$ cat src/rtl/adc_conv_scheduler.sv
// adc_conv_scheduler
// Shares one registered code-to-millivolt converter among NUM_SRC ADC paths.
// Each source has a one-deep code buffer. Buffered sources are granted the
// converter in round-robin order. The millivolt result goes back to the
// owning source together with a one-cycle valid pulse.
module adc_conv_scheduler #(
    parameter int NUM_SRC      = 2,
    parameter int CONV_LATENCY = 1
) (
    input  logic                    clk,
    input  logic                    reset,
    input  logic [NUM_SRC-1:0]      req_strobe,
    input  logic [NUM_SRC*8-1:0]    req_code,
    input  logic [NUM_SRC-1:0]      clr_overrun,
    output logic                    conv_en,
    output logic [7:0]              conv_code,
    input  logic [15:0]             conv_mV,
    output logic [NUM_SRC*16-1:0]   res_mV,
    output logic [NUM_SRC-1:0]      res_valid,
    output logic [NUM_SRC-1:0]      overrun,
    output logic                    busy
);

    localparam int GW = (NUM_SRC > 1) ? $clog2(NUM_SRC) : 1;
    localparam int CW = (CONV_LATENCY > 1) ? $clog2(CONV_LATENCY) : 1;

    localparam logic [1:0] IDLE  = 2'd0;
    localparam logic [1:0] ISSUE = 2'd1;
    localparam logic [1:0] WAIT  = 2'd2;

    logic [1:0]         state_reg;
    logic [GW-1:0]      grant_reg;
    logic [GW-1:0]      last_grant_reg;
    logic [CW-1:0]      wait_cnt_reg;
    logic [NUM_SRC-1:0] pending_reg;
    logic [NUM_SRC-1:0] pending_next;
    logic [NUM_SRC-1:0] overrun_next;
    logic [NUM_SRC-1:0] issue_hit;
    logic [NUM_SRC-1:0] grant_onehot;
    logic [7:0]         code_reg [NUM_SRC];
    logic [7:0]         in_code  [NUM_SRC];

    logic               pick_found;
    logic [GW-1:0]      pick_idx;
    logic               capture;

    // The result is present on conv_mV in the last WAIT cycle.
    assign capture = (state_reg == WAIT) && (wait_cnt_reg == '0);
    assign busy    = (state_reg != IDLE);

    genvar gi;
    generate
        for (gi = 0; gi < NUM_SRC; gi++) begin : g_src
            assign in_code[gi]      = req_code[gi*8 +: 8];
            assign grant_onehot[gi] = (grant_reg == GW'(gi));
            // This source's buffered code is handed to the converter this cycle.
            assign issue_hit[gi]    = (state_reg == ISSUE) && grant_onehot[gi];
            // A new strobe always refills the buffer, even while the old code issues.
            assign pending_next[gi] = req_strobe[gi] | (pending_reg[gi] & ~issue_hit[gi]);
            // An overwrite of a code that is still waiting is an overrun; a set beats a clear.
            assign overrun_next[gi] = (req_strobe[gi] & pending_reg[gi] & ~issue_hit[gi]) |
                                      (overrun[gi] & ~clr_overrun[gi]);
        end
    endgenerate

    // Round-robin pick: first pending source after the last grant.
    always_comb begin
        int cand;
        pick_found = 1'b0;
        pick_idx   = last_grant_reg;
        cand       = 0;
        for (int i = 1; i <= NUM_SRC; i++) begin
            cand = int'(last_grant_reg) + i;
            if (cand >= NUM_SRC) begin
                cand = cand - NUM_SRC;
            end
            if (!pick_found && pending_reg[GW'(cand)]) begin
                pick_found = 1'b1;
                pick_idx   = GW'(cand);
            end
        end
    end

    // Per-source buffers: pending flag, latched code and sticky overrun.
    always_ff @(posedge clk or posedge reset) begin
        if (reset) begin
            pending_reg <= '0;
            overrun     <= '0;
            for (int s = 0; s < NUM_SRC; s++) begin
                code_reg[s] <= 8'd0;
            end
        end else begin
            pending_reg <= pending_next;
            overrun     <= overrun_next;
            for (int s = 0; s < NUM_SRC; s++) begin
                if (req_strobe[s]) begin
                    code_reg[s] <= in_code[s];
                end
            end
        end
    end

    // Scheduler FSM and converter drive.
    always_ff @(posedge clk or posedge reset) begin
        if (reset) begin
            state_reg      <= IDLE;
            grant_reg      <= '0;
            last_grant_reg <= GW'(NUM_SRC - 1);
            wait_cnt_reg   <= '0;
            conv_en        <= 1'b0;
            conv_code      <= 8'd0;
        end else begin
            conv_en <= 1'b0;
            case (state_reg)
                IDLE: begin
                    if (pick_found) begin
                        grant_reg      <= pick_idx;
                        last_grant_reg <= pick_idx;
                        conv_en        <= 1'b1;
                        // A strobe landing on the grant edge is the newest code; forward it.
                        conv_code      <= req_strobe[pick_idx] ? in_code[pick_idx]
                                                               : code_reg[pick_idx];
                        state_reg      <= ISSUE;
                    end
                end
                ISSUE: begin
                    wait_cnt_reg <= CW'(CONV_LATENCY - 1);
                    state_reg    <= WAIT;
                end
                WAIT: begin
                    if (wait_cnt_reg == '0) begin
                        state_reg <= IDLE;
                    end else begin
                        wait_cnt_reg <= wait_cnt_reg - CW'(1);
                    end
                end
                default: begin
                    state_reg <= IDLE;
                end
            endcase
        end
    end

    // Result capture into the granted slice, with a one-cycle valid.
    always_ff @(posedge clk or posedge reset) begin
        if (reset) begin
            res_mV    <= '0;
            res_valid <= '0;
        end else begin
            res_valid <= capture ? grant_onehot : '0;
            if (capture) begin
                for (int s = 0; s < NUM_SRC; s++) begin
                    if (grant_onehot[s]) begin
                        res_mV[s*16 +: 16] <= conv_mV;
                    end
                end
            end
        end
    end

endmodule

$ cat config.mk
export PLATFORM = sky130hd
export DESIGN_NAME = adc_conv_scheduler
export DESIGN_NICKNAME = d
export VERILOG_FILES = /design/src/rtl/adc_conv_scheduler.sv
export SDC_FILE = /design/constraint.sdc
export NUM_CORES = 1
export LEC_CHECK = 0
export BUFFER_PORTS_ARGS = -buffer_cell sky130_fd_sc_hd__buf_2
export CAP_MARGIN = 20
export CELL_PAD_IN_SITES_DETAIL_PLACEMENT = 1
export CELL_PAD_IN_SITES_GLOBAL_PLACEMENT = 1
export CORE_UTILIZATION = 43
export DETAILED_ROUTE_END_ITERATION = 8
export PLACE_DENSITY = 0.86
export SETUP_SLACK_MARGIN = 0.3
export SYNTH_ARGS = -nofsm -noshare
export SYNTH_HDL_FRONTEND = slang
export SYNTH_SLANG_ARGS = --single-unit
$ cat constraint.sdc
create_clock -name clk -period 3.1 [get_ports clk]
set_clock_uncertainty 0.2 [all_clocks]
set_input_delay 0.31 -clock clk [delete_from_list [all_inputs] [get_ports clk]]
set_output_delay 0.31 -clock clk [all_outputs]
set_load 0.05 [all_outputs]
==> results of run 1 <==
final timing paths:
path	startpoint	endpoint	cells past startpoint
setup / recovery	grant_reg$_DFFE_PP0P_	res_mV[12]$_DFFE_PP0P_	2
hold / removal	req_code[7]	code_reg[15]$_DFFE_PP0P_	2
setup reg to reg	grant_reg$_DFFE_PP0P_	res_mV[12]$_DFFE_PP0P_	2
hold reg to reg	conv_code[5]$_DFFE_PP0P_	conv_code[5]$_DFFE_PP0P_	2
max in group asynchronous	reset	last_grant_reg$_DFFE_PP1P_	4
min in group asynchronous	reset	res_mV[18]$_DFFE_PP0P_	4
cell families after synthesis:
logic type | after synthesis | share of synthesized area (%)
AOI/OAI and AO/OA | 13 | 2.67
xor gates and xnor gates | 2 | 1.41
buffers and inverters | 14 | 2.82
DFF | 67 | 65.1
muxes | 56 | 24.1
and+or+nand+nor | 17 | 3.93
layer usage:
layer / global-route usage, % / up-vias / share of wire, %
met4: 9.27 / 0 / 1.3
met2: 31.2 / 61 / 52
li1: - / 766 / -
met1: 22.3 / 821 / 42
met5: 0 / - / 0
met3: 4.34 / 8 / 5.5
cell type report:
type / count / area, µm² / share of cell area, %
Multi-Input combinational cell: 88 / 827 / 25.2
Sequential cell: 67 / 1680 / 51.2
Timing Repair Buffer: 87 / 465 / 14.2
Inverter: 8 / 30.0 / 0.916
Clock inverter: 2 / 35.0 / 1.07
Tap cell: 72 / 90.1 / 2.75
Clock buffer: 14 / 153 / 4.66
worst register-to-register path: cells and delay by family (launching register included):
family           cells  cell delay, ns
flip-flops           1            0.46
multiplexers         1            0.42
AND/OR/NAND/NOR      1            0.70
cells in the mapped netlist:
cell type / count / share of area [%]
o21ai_0: 11 / 2.1
nand2b_1: 1 / 0.24
mux2i_1: 8 / 3.1
nor3b_4: 1 / 0.73
dfstp_2: 1 / 1.0
a21o_1: 1 / 0.29
nand2_1: 10 / 1.5
or2_2: 1 / 0.24
dfrtp_1: 66 / 64
o22ai_1: 1 / 0.24
inv_1: 8 / 1.2
or3b_1: 1 / 0.34
buf_2: 4 / 0.78
nand3b_2: 1 / 0.44
mux2_2: 48 / 21
xnor2_1: 1 / 0.34
buf_6: 2 / 0.87
nand3_1: 1 / 0.19
xor2_4: 1 / 1.1
nand3b_1: 1 / 0.29
timing repair:
action	CTS	global route
hold endpoints to repair	68	0
setup buffers	0	0
hold buffers	3	0
resized for setup	0	0
through the flow:
step	util (%)	instance area, µm²	cells	setup WS (ns)	hold WS (ns)
2_1_floorplan	-	2580	169	0.908	0.206
3_3_place_gp	54.2	3060	319	1.25	0.208
3_5_place_dp	54.2	3060	319	1.18	0.212
4_1_cts	58.1	3280	338	1.17	0.00623
5_1_grt	58.1	3280	338	1.11	0.0152
6_report	58.1	3280	338	1.20	0.0244
==> impl_metrics.tcl, run 1 <==
set metrics [dict create \
    start_util_pct 45.7 \
    vias 1656 \
    drc_errors 0 \
    tightest_slew_ns 0.807 \
    first_pass_iters 4 \
    diodes 0 \
    core-area_um2 5640 \
    largest_reg_flops 32 \
    rows 27 \
    nNetsFinal 299 \
    fillers 575 \
    syn-mean-instance-area_um2 15.3 \
    io_buffers 83 \
    root_buffer "clkbuf_8" \
    ant_nets 0 \
    finalCriticalPeriod_ns 1.90 \
    drive_gt1_share_pct 56.4 \
    htree_levels 3 \
    die_h_um 79.4 \
    vias_per_cell 4.90 \
    worst-path-buf-inv 0 \
    io_pins 84 \
    cp_cell_sequence "nor3b_4, mux2_2" \
    grt_usage_pct 18.6 \
    cts.reportedPaths.clkPinSlew_ns 0.07 \
    crit_type "flop to flop" \
    ys_seq_elements 67 \
    cts_tree "built" \
    clk_latency_ns 0.33 \
    dpl.hpwl_mm 3.82 \
    crit_fanout 17 \
    critPathSlowestCell "nor3b_4" \
    die-area_um2 6310 \
    critPathTopFamily "simple AND/OR/NAND/NOR gates" \
    grt_pass1_wl_mm 8.63 \
    cp-end-kind "flop" \
    setup_viol 0 \
    wl_per_cell_um 15.8 \
    critical_path_arrival_ns 1.91 \
    synth_area_um2 2580 \
    wirelength_mm 5.33 \
    numCtsBuffers 9 \
    hold_path_class "input pin to flop" \
    dieWidth_um 79.4 \
    status "completed" \
    synthToLayoutAreaGrowth_pct 27.2 \
    worstPathRequired_ns 3.11 \
    synth_seq_area_share_pct 65.1 \
    antenna_found_initial 0 \
    layout_commonest_cell "buf_2" \
    drt_iter0_markers 80 \
    drv_cap 0 \
    yosysWarnings 0 \
    synth_cell_types 20 \
    slew-limit-headroom_pct 46.2 \
    cts_sinks 67 \
    drv_slew 0 \
    routabilityCongestion 0.643 \
    grt_max_degree 68 \
    rsz0062_at_grt "no" \
    synth_cells 169 \
    globalRouteOverflowTotal 0 \
    max_stage_delay_ns 0.70 \
    grt_pass1_vias 1763 \
    mostFrequentLayoutCells "buf_2, dfrtp_1, mux2_2" \
    hold_violations 0 \
    fmax_mhz 526 \
    reg2reg_slack_ns 1.20 \
    startpoint_type "flop" \
    tns_ns 0 \
    synth_nets 207 \
    min_period_over_period_pct 61.3 \
    ctsLongestPathBuffers 2 \
]
Power of run 1 is not shown: default switching activity piles up to over one toggle a cycle in this logic, so the estimate is an artifact.
==> run 2, diff against run 1 <==
--- a/config.mk
+++ b/config.mk
@@ -5,13 +5,14 @@
 export SDC_FILE = /design/constraint.sdc
 export NUM_CORES = 1
 export LEC_CHECK = 0
+export ABC_AREA = 1
 export BUFFER_PORTS_ARGS = -buffer_cell sky130_fd_sc_hd__buf_2
 export CAP_MARGIN = 20
 export CELL_PAD_IN_SITES_DETAIL_PLACEMENT = 1
 export CELL_PAD_IN_SITES_GLOBAL_PLACEMENT = 1
-export CORE_UTILIZATION = 43
+export CORE_UTILIZATION = 34
 export DETAILED_ROUTE_END_ITERATION = 8
-export PLACE_DENSITY = 0.86
+export PLACE_DENSITY = 0.77
 export SETUP_SLACK_MARGIN = 0.3
 export SYNTH_ARGS = -nofsm -noshare
 export SYNTH_HDL_FRONTEND = slang
==> constraint.sdc (replaced) <==
create_clock -name clk -period 1.7 [get_ports clk]
set_clock_uncertainty 0.2 [all_clocks]
set_input_delay 0.17 -clock clk [delete_from_list [all_inputs] [get_ports clk]]
set_output_delay 0.17 -clock clk [all_outputs]
set_load 0.05 [all_outputs]
==> impl_metrics.tcl, run 2 <==
set metrics [dict create \
    grt_pass1_wl_mm 14.6 \
    min_period_over_period_pct 102 \
    htree_levels 3 \
    start_util_pct 35.9 \
    slew-limit-headroom_pct 80.3 \
    vias 3004 \
    p_leak_nw 2.37 \
    synth_top_family_by_area "simple AND/OR/NAND/NOR gates" \
    p_comb_share_pct 59.0 \
    drv_cap 0 \
    die-area_um2 8700 \
    grt_max_degree 52 \
    synthToLayoutAreaGrowth_pct 64.5 \
    startpoint_type "flop" \
    utilization_pct 59.1 \
    critPathTopFamily "flip-flops" \
    violations "negative setup slack" \
    power_mw 10.3 \
    rows 32 \
    synth_cells 318 \
    worstReg2RegStart "last_grant_reg$_DFFE_PP1P_" \
    die_h_um 93.3 \
    cp-end-kind "flop" \
    hold_depth 4 \
    worst-path-buf-inv 1 \
    status "finished with violations" \
    yosys.area.top_type "dfrtp_1" \
    busiest_layer "met2" \
    synth_area_leaders "dfrtp_1, nand2_1, o21ai_1" \
    hold_path_class "input pin to flop" \
    drv_slew 0 \
    dieWidth_um 93.3 \
    grt_pass1_vias 2904 \
    critPathSlowestCell "dfstp_2" \
    p_clk_share_pct 13.8 \
    cts.reportedPaths.clkPinSlew_ns 0.08 \
    internal_power_mw 4.73 \
    routabilityCongestion 0.769 \
    synth-xor-area-share_pct 0 \
    syn-mean-instance-area_um2 8.90 \
    crit_top_cell "nand2_1" \
    cts_tree "built" \
    fmax_mhz 575 \
    min_to "code_reg[14]$_DFFE_PP0P_" \
    first_pass_iters 4 \
    grt_usage_pct 22.2 \
    mostFrequentLayoutCells "nand2_1, buf_2, dfrtp_1" \
    globalRouteOverflowTotal 0 \
    dpl.hpwl_mm 5.27 \
    io_buffers 83 \
    worstPathRequired_ns 1.79 \
    irDropWorstVdd_uv 1150 \
    max_stage_delay_ns 0.60 \
    wl_per_cell_um 21.5 \
    nNetsFinal 504 \
    synth_simple_gate_area_share_pct 23.4 \
    ys_seq_elements 67 \
    tns_ns -0.0393 \
    pwr-share-seq_pct 27.1 \
    p_sw_mw 5.53 \
    io_pins 84 \
    r2r_end "conv_code[7]$_DFFE_PP0P_" \
    synth_edf_count 0 \
    ant_nets 0 \
    power_density_nw_per_um2 2200 \
    wirelength_mm 12.3 \
    drt_iter0_markers 184 \
    finalCriticalPeriod_ns 1.74 \
    numCtsBuffers 9 \
    netlist_top_cells_count "nand2_1, dfrtp_1, o21ai_1" \
    root_buffer "clkbuf_8" \
    synth_mux_area_share_pct 0 \
    hold_violations 0 \
    gr-usage-met1_pct 26.7 \
    cp_cell_sequence "buf_4, nand2_8, nand2_4, nand2_1, a21oi_1, nand2_1, nand2_1" \
    cts_sinks 67 \
    use_met2_pct 38.5 \
    synth_cell_types 20 \
    largest_reg_flops 32 \
    worst_r2r_path_depth 7 \
    reg2reg_slack_ns -0.04 \
    ctsLongestPathBuffers 2 \
    drive_gt1_share_pct 44.6 \
    clk_latency_ns 0.37 \
    synth_nets 356 \
    met3_usage_pct 4.80 \
    crit_fanout 8 \
    tightest_slew_ns 0.296 \
    synthAdderAreaFrac_pct 0 \
    holdCritStartpoint "req_strobe[0]" \
    rsz0062_at_grt "yes" \
    switching_share_pct 53.9 \
    synth_seq_area_share_pct 59.3 \
    synth_area_um2 2830 \
    synth_top_area_share_pct 58.3 \
    setup_viol 1 \
    synth_ff_type "dfrtp_1" \
    vias_per_cell 5.23 \
    drc_errors 0 \
    setup_ws_ns -0.0393 \
    synth_most_common_cell "nand2_1" \
    critical_path_arrival_ns 1.83 \
    crit_type "flop to flop" \
    layout_commonest_cell "nand2_1" \
    async_flop_share_pct 100 \
    antenna_found_initial 1 \
    core-area_um2 7890 \
    synth_compound_area_share_pct 10.5 \
    yosysWarnings 0 \
]
## run 2: metrics by stage
stage / hold WS (ns) / area (µm²) / instances / setup WS, ns
after floorplan: 0.0690 / 2860 / 318 / 0.279
after global placement: 0.0577 / 3370 / 494 / 0.178
after detailed placement: 0.0595 / 3370 / 494 / 0.143
after CTS: 0.0456 / 4140 / 556 / 0.158
after global routing: 0.0615 / 4660 / 574 / -0.0583
final: 0.0537 / 4660 / 574 / -0.0393
## run 2: cell type report
class | instances | area (µm²)
Timing Repair inverter | 3 | 38.8
Clock inverter | 7 | 73.8
Antenna cell | 1 | 2.50
Timing Repair Buffer | 145 | 1120
Inverter | 31 | 135
Sequential cell | 67 | 1680
Fill cell | 905 | 3230
Clock buffer | 9 | 124
Multi-Input combinational cell | 209 | 1350
Tap cell | 102 | 128
## run 2: worst max path at each step
stage,startpoint,end,cells past startpoint
2_1_floorplan,last_grant_reg$_DFFE_PP1P_,conv_code[0]$_DFFE_PP0P_,7
3_3_place_gp,last_grant_reg$_DFFE_PP1P_,conv_code[5]$_DFFE_PP0P_,7
3_5_place_dp,last_grant_reg$_DFFE_PP1P_,conv_code[5]$_DFFE_PP0P_,7
4_1_cts,last_grant_reg$_DFFE_PP1P_,conv_code[1]$_DFFE_PP0P_,6
5_1_grt,last_grant_reg$_DFFE_PP1P_,conv_code[7]$_DFFE_PP0P_,7
6_report,last_grant_reg$_DFFE_PP1P_,conv_code[7]$_DFFE_PP0P_,7
## run 2: worst reg2reg max path, cell delays in order (launching register included)
cell     delay, ns
dfstp_2       0.60
buf_4         0.16
nand2_8       0.10
nand2_4       0.13
nand2_1       0.09
a21oi_1       0.19
nand2_1       0.12
nand2_1       0.09
## run 2: cell families after synthesis
logic type             count (synthesis)
buffers and inverters                 44
AO/OA/AOI/OAI                         53
AND/OR/NAND/NOR                      154
flip-flops                            67
## run 2: layer usage
| metal | wire (µm) | part of all wire [%] | up-vias |
|---|---|---|---|
| met5 | 0 | 0 | - |
| met4 | 690 | 5.6 | 0 |
| met3 | 578 | 4.7 | 50 |
| met2 | 6180 | 50 | 136 |
| met1 | 4900 | 40 | 1515 |
| li1 | - | - | 1303 |
## run 2: power by group through the flow
stage	Sequential [mW]	Combinational (mW)	Clock, mW
floorplan	4.33	1.58	0
global placement	2.58	4.21	0
detailed placement	2.61	4.31	0
CTS	2.58	4.74	1.39
global route	2.84	6.34	1.51
finish	2.78	6.06	1.42
## run 2: what timing repair did
action | in CTS | in global routing
endpoints found under the setup margin | 35 | 51
hold buffers | 40 | 0
hold endpoints to repair | 118 | 0
buffers inserted | 5 | 10
gates resized for setup | 21 | 101
pin swaps | 11 | 9
cloned | 1 | 7
(Power assumes the default switching activity.)
==> run 3, diff against run 2 <==
--- a/config.mk
+++ b/config.mk
@@ -5,15 +5,13 @@
 export SDC_FILE = /design/constraint.sdc
 export NUM_CORES = 1
 export LEC_CHECK = 0
-export ABC_AREA = 1
 export BUFFER_PORTS_ARGS = -buffer_cell sky130_fd_sc_hd__buf_2
 export CAP_MARGIN = 20
 export CELL_PAD_IN_SITES_DETAIL_PLACEMENT = 1
 export CELL_PAD_IN_SITES_GLOBAL_PLACEMENT = 1
-export CORE_UTILIZATION = 34
+export CORE_UTILIZATION = 36
 export DETAILED_ROUTE_END_ITERATION = 8
 export PLACE_DENSITY = 0.77
-export SETUP_SLACK_MARGIN = 0.3
 export SYNTH_ARGS = -nofsm -noshare
 export SYNTH_HDL_FRONTEND = slang
 export SYNTH_SLANG_ARGS = --single-unit
==> impl_metrics.tcl, run 3 (same netlist as run 1, synthesis figures left out) <==
set metrics [dict create \
    status "completed" \
    crit_type "flop to primary output" \
    post-cts-setup-buffers 0 \
    ant_nets 0 \
    core-area_um2 6870 \
    p_clk_share_pct 16.5 \
    clk_latency_ns 0.33 \
    pwr-share-seq_pct 31.9 \
    synthToLayoutAreaGrowth_pct 44.0 \
    crit_fanout 6 \
    min_period_over_period_pct 95.4 \
    internal_power_mw 4.34 \
    place_ws_ns 0.136 \
    grt_pass1_wl_mm 9.94 \
    tightest_slew_ns 0.353 \
    die-area_um2 7500 \
    drv_cap 0 \
    antenna_found_initial 0 \
    routabilityCongestion 0.707 \
    p_sw_mw 3.84 \
    diodes 0 \
    wl_per_cell_um 15.2 \
    dp_cells 347 \
    globalRouteOverflowTotal 0 \
    startpoint_type "flop" \
    dpl.hpwl_mm 3.81 \
    ctsLongestPathBuffers 2 \
    drt_iter0_markers 61 \
    drc_errors 0 \
    largest_reg_flops 32 \
    rows 30 \
    layout_commonest_cell "buf_2" \
    fillers 733 \
    hold_depth 2 \
    root_buffer "clkbuf_8" \
    power_density_nw_per_um2 2200 \
    p_leak_nw 1.77 \
    io_pins 84 \
    mostFrequentLayoutCells "buf_2, dfrtp_1, mux2_2" \
    vias 1772 \
    switching_share_pct 46.9 \
    irDropWorstVdd_uv 1140 \
    cts_tree "built" \
    io_buffers 83 \
    hold_path_class "input pin to flop" \
    drive_gt1_share_pct 52.3 \
    setup_viol 0 \
    grt_max_degree 68 \
    tns_ns 0 \
    slew-limit-headroom_pct 76.5 \
    start_util_pct 37.5 \
    grt_pass1_vias 2005 \
    wirelength_mm 6.06 \
    setup_ws_ns 0.0786 \
    vias_per_cell 4.45 \
    fmax_mhz 617 \
    multi_input_area_um2 827 \
    cp-end-kind "primary output" \
    grt_usage_pct 17.9 \
    die_h_um 86.6 \
    nNetsFinal 335 \
    p_comb_share_pct 51.6 \
    drv_slew 0 \
    critical_path_arrival_ns 1.25 \
    numCtsBuffers 9 \
    seqCellArea_um2 1680 \
    hold_violations 0 \
    rsz0062_at_grt "no" \
    dieWidth_um 86.6 \
    final_cell_count_no_fill 398 \
    cts.reportedPaths.clkPinSlew_ns 0.07 \
    first_pass_iters 2 \
    finalCriticalPeriod_ns 1.62 \
    utilization_pct 54.0 \
    htree_levels 3 \
    worst_r2r_path_depth 4 \
    cts_sinks 67 \
    worstPathRequired_ns 1.33 \
]
[run 3: cell count changes in the layout (fill, tap and decap cells not counted), moves of 8 or more]
| cell | previous run | this run |
|---|---|---|
| mux2_2 | 0 | 48 |
| nand2_1 | 91 | 10 |
| buf_4 | 11 | 2 |
| nand2_4 | 20 | 0 |
| o21ai_1 | 14 | 0 |
| or2_2 | 10 | 1 |
| inv_1 | 22 | 7 |
| o21ai_0 | 1 | 11 |
| o21ai_2 | 18 | 0 |
| mux2i_1 | 0 | 8 |
| o21a_1 | 12 | 0 |
[run 3: metal layers]
metal | wire [µm] | track usage (%) | vias up
li1 | - | - | 835
met1 | 2520 | 21.5 | 893
met2 | 3270 | 30.6 | 36
met3 | 169 | 3.33 | 8
met4 | 95 | 9.39 | 0
met5 | 0 | 0 | -
[run 3: final cells by class]
cell class / instances / share of cell area (%)
sequential: 67 / 45.2
clock buffer: 12 / 4.18
clock inverter: 4 / 1.31
timing repair buffer: 123 / 22.8
multi-input combinational: 88 / 22.3
inverter: 8 / 0.910
tap: 96 / 3.24
[run 3: repair_timing]
action                                  in CTS  in global routing
gates resized for setup                      0                  4
endpoints found under the setup margin       0                  1
hold buffers                                35                  0
endpoints found under the hold margin      116                  0
[run 3: worst paths after layout]
path / endpoint / slack [ns] / from
setup / recovery: busy / 0.08 / state_reg[0]$_DFFE_PP0P_
hold / removal: pending_reg[1]$_DFF_PP0_ / 0.02 / req_strobe[1]
setup reg to reg: conv_code[0]$_DFFE_PP0P_ / 0.15 / state_reg[0]$_DFFE_PP0P_
hold reg to reg: pending_reg[1]$_DFF_PP0_ / 0.28 / pending_reg[1]$_DFF_PP0_
max in group asynchronous: last_grant_reg$_DFFE_PP1P_ / 0.70 / reset
min in group asynchronous: code_reg[2]$_DFFE_PP0P_ / 0.29 / reset
[run 3: critical path, stage by stage (launching register included)]
cell     delay (ns)
dfrtp_2        0.45
or2_2          0.31
buf_6          0.16
[run 3: per-stage QoR]
step	instance area (µm²)	power [mW]	hold slack, ns
final	3710	8.18	0.0246
after global routing	3710	8.62	0.0242
after CTS	3700	8.23	0.0133
after detailed placement	3150	6.80	0.100
after global placement	3150	6.68	0.0976
after floorplan	2580	5.73	0.0664
[run 3: power groups by stage]
| stage | Sequential, mW | Clock [mW] | Combinational [mW] |
|---|---|---|---|
| 2_1_floorplan | 4.48 | 0 | 1.25 |
| 3_3_place_gp | 2.61 | 0 | 4.07 |
| 3_5_place_dp | 2.64 | 0 | 4.16 |
| 4_1_cts | 2.62 | 1.39 | 4.23 |
| 5_1_grt | 2.70 | 1.47 | 4.44 |
| 6_report | 2.61 | 1.35 | 4.22 |
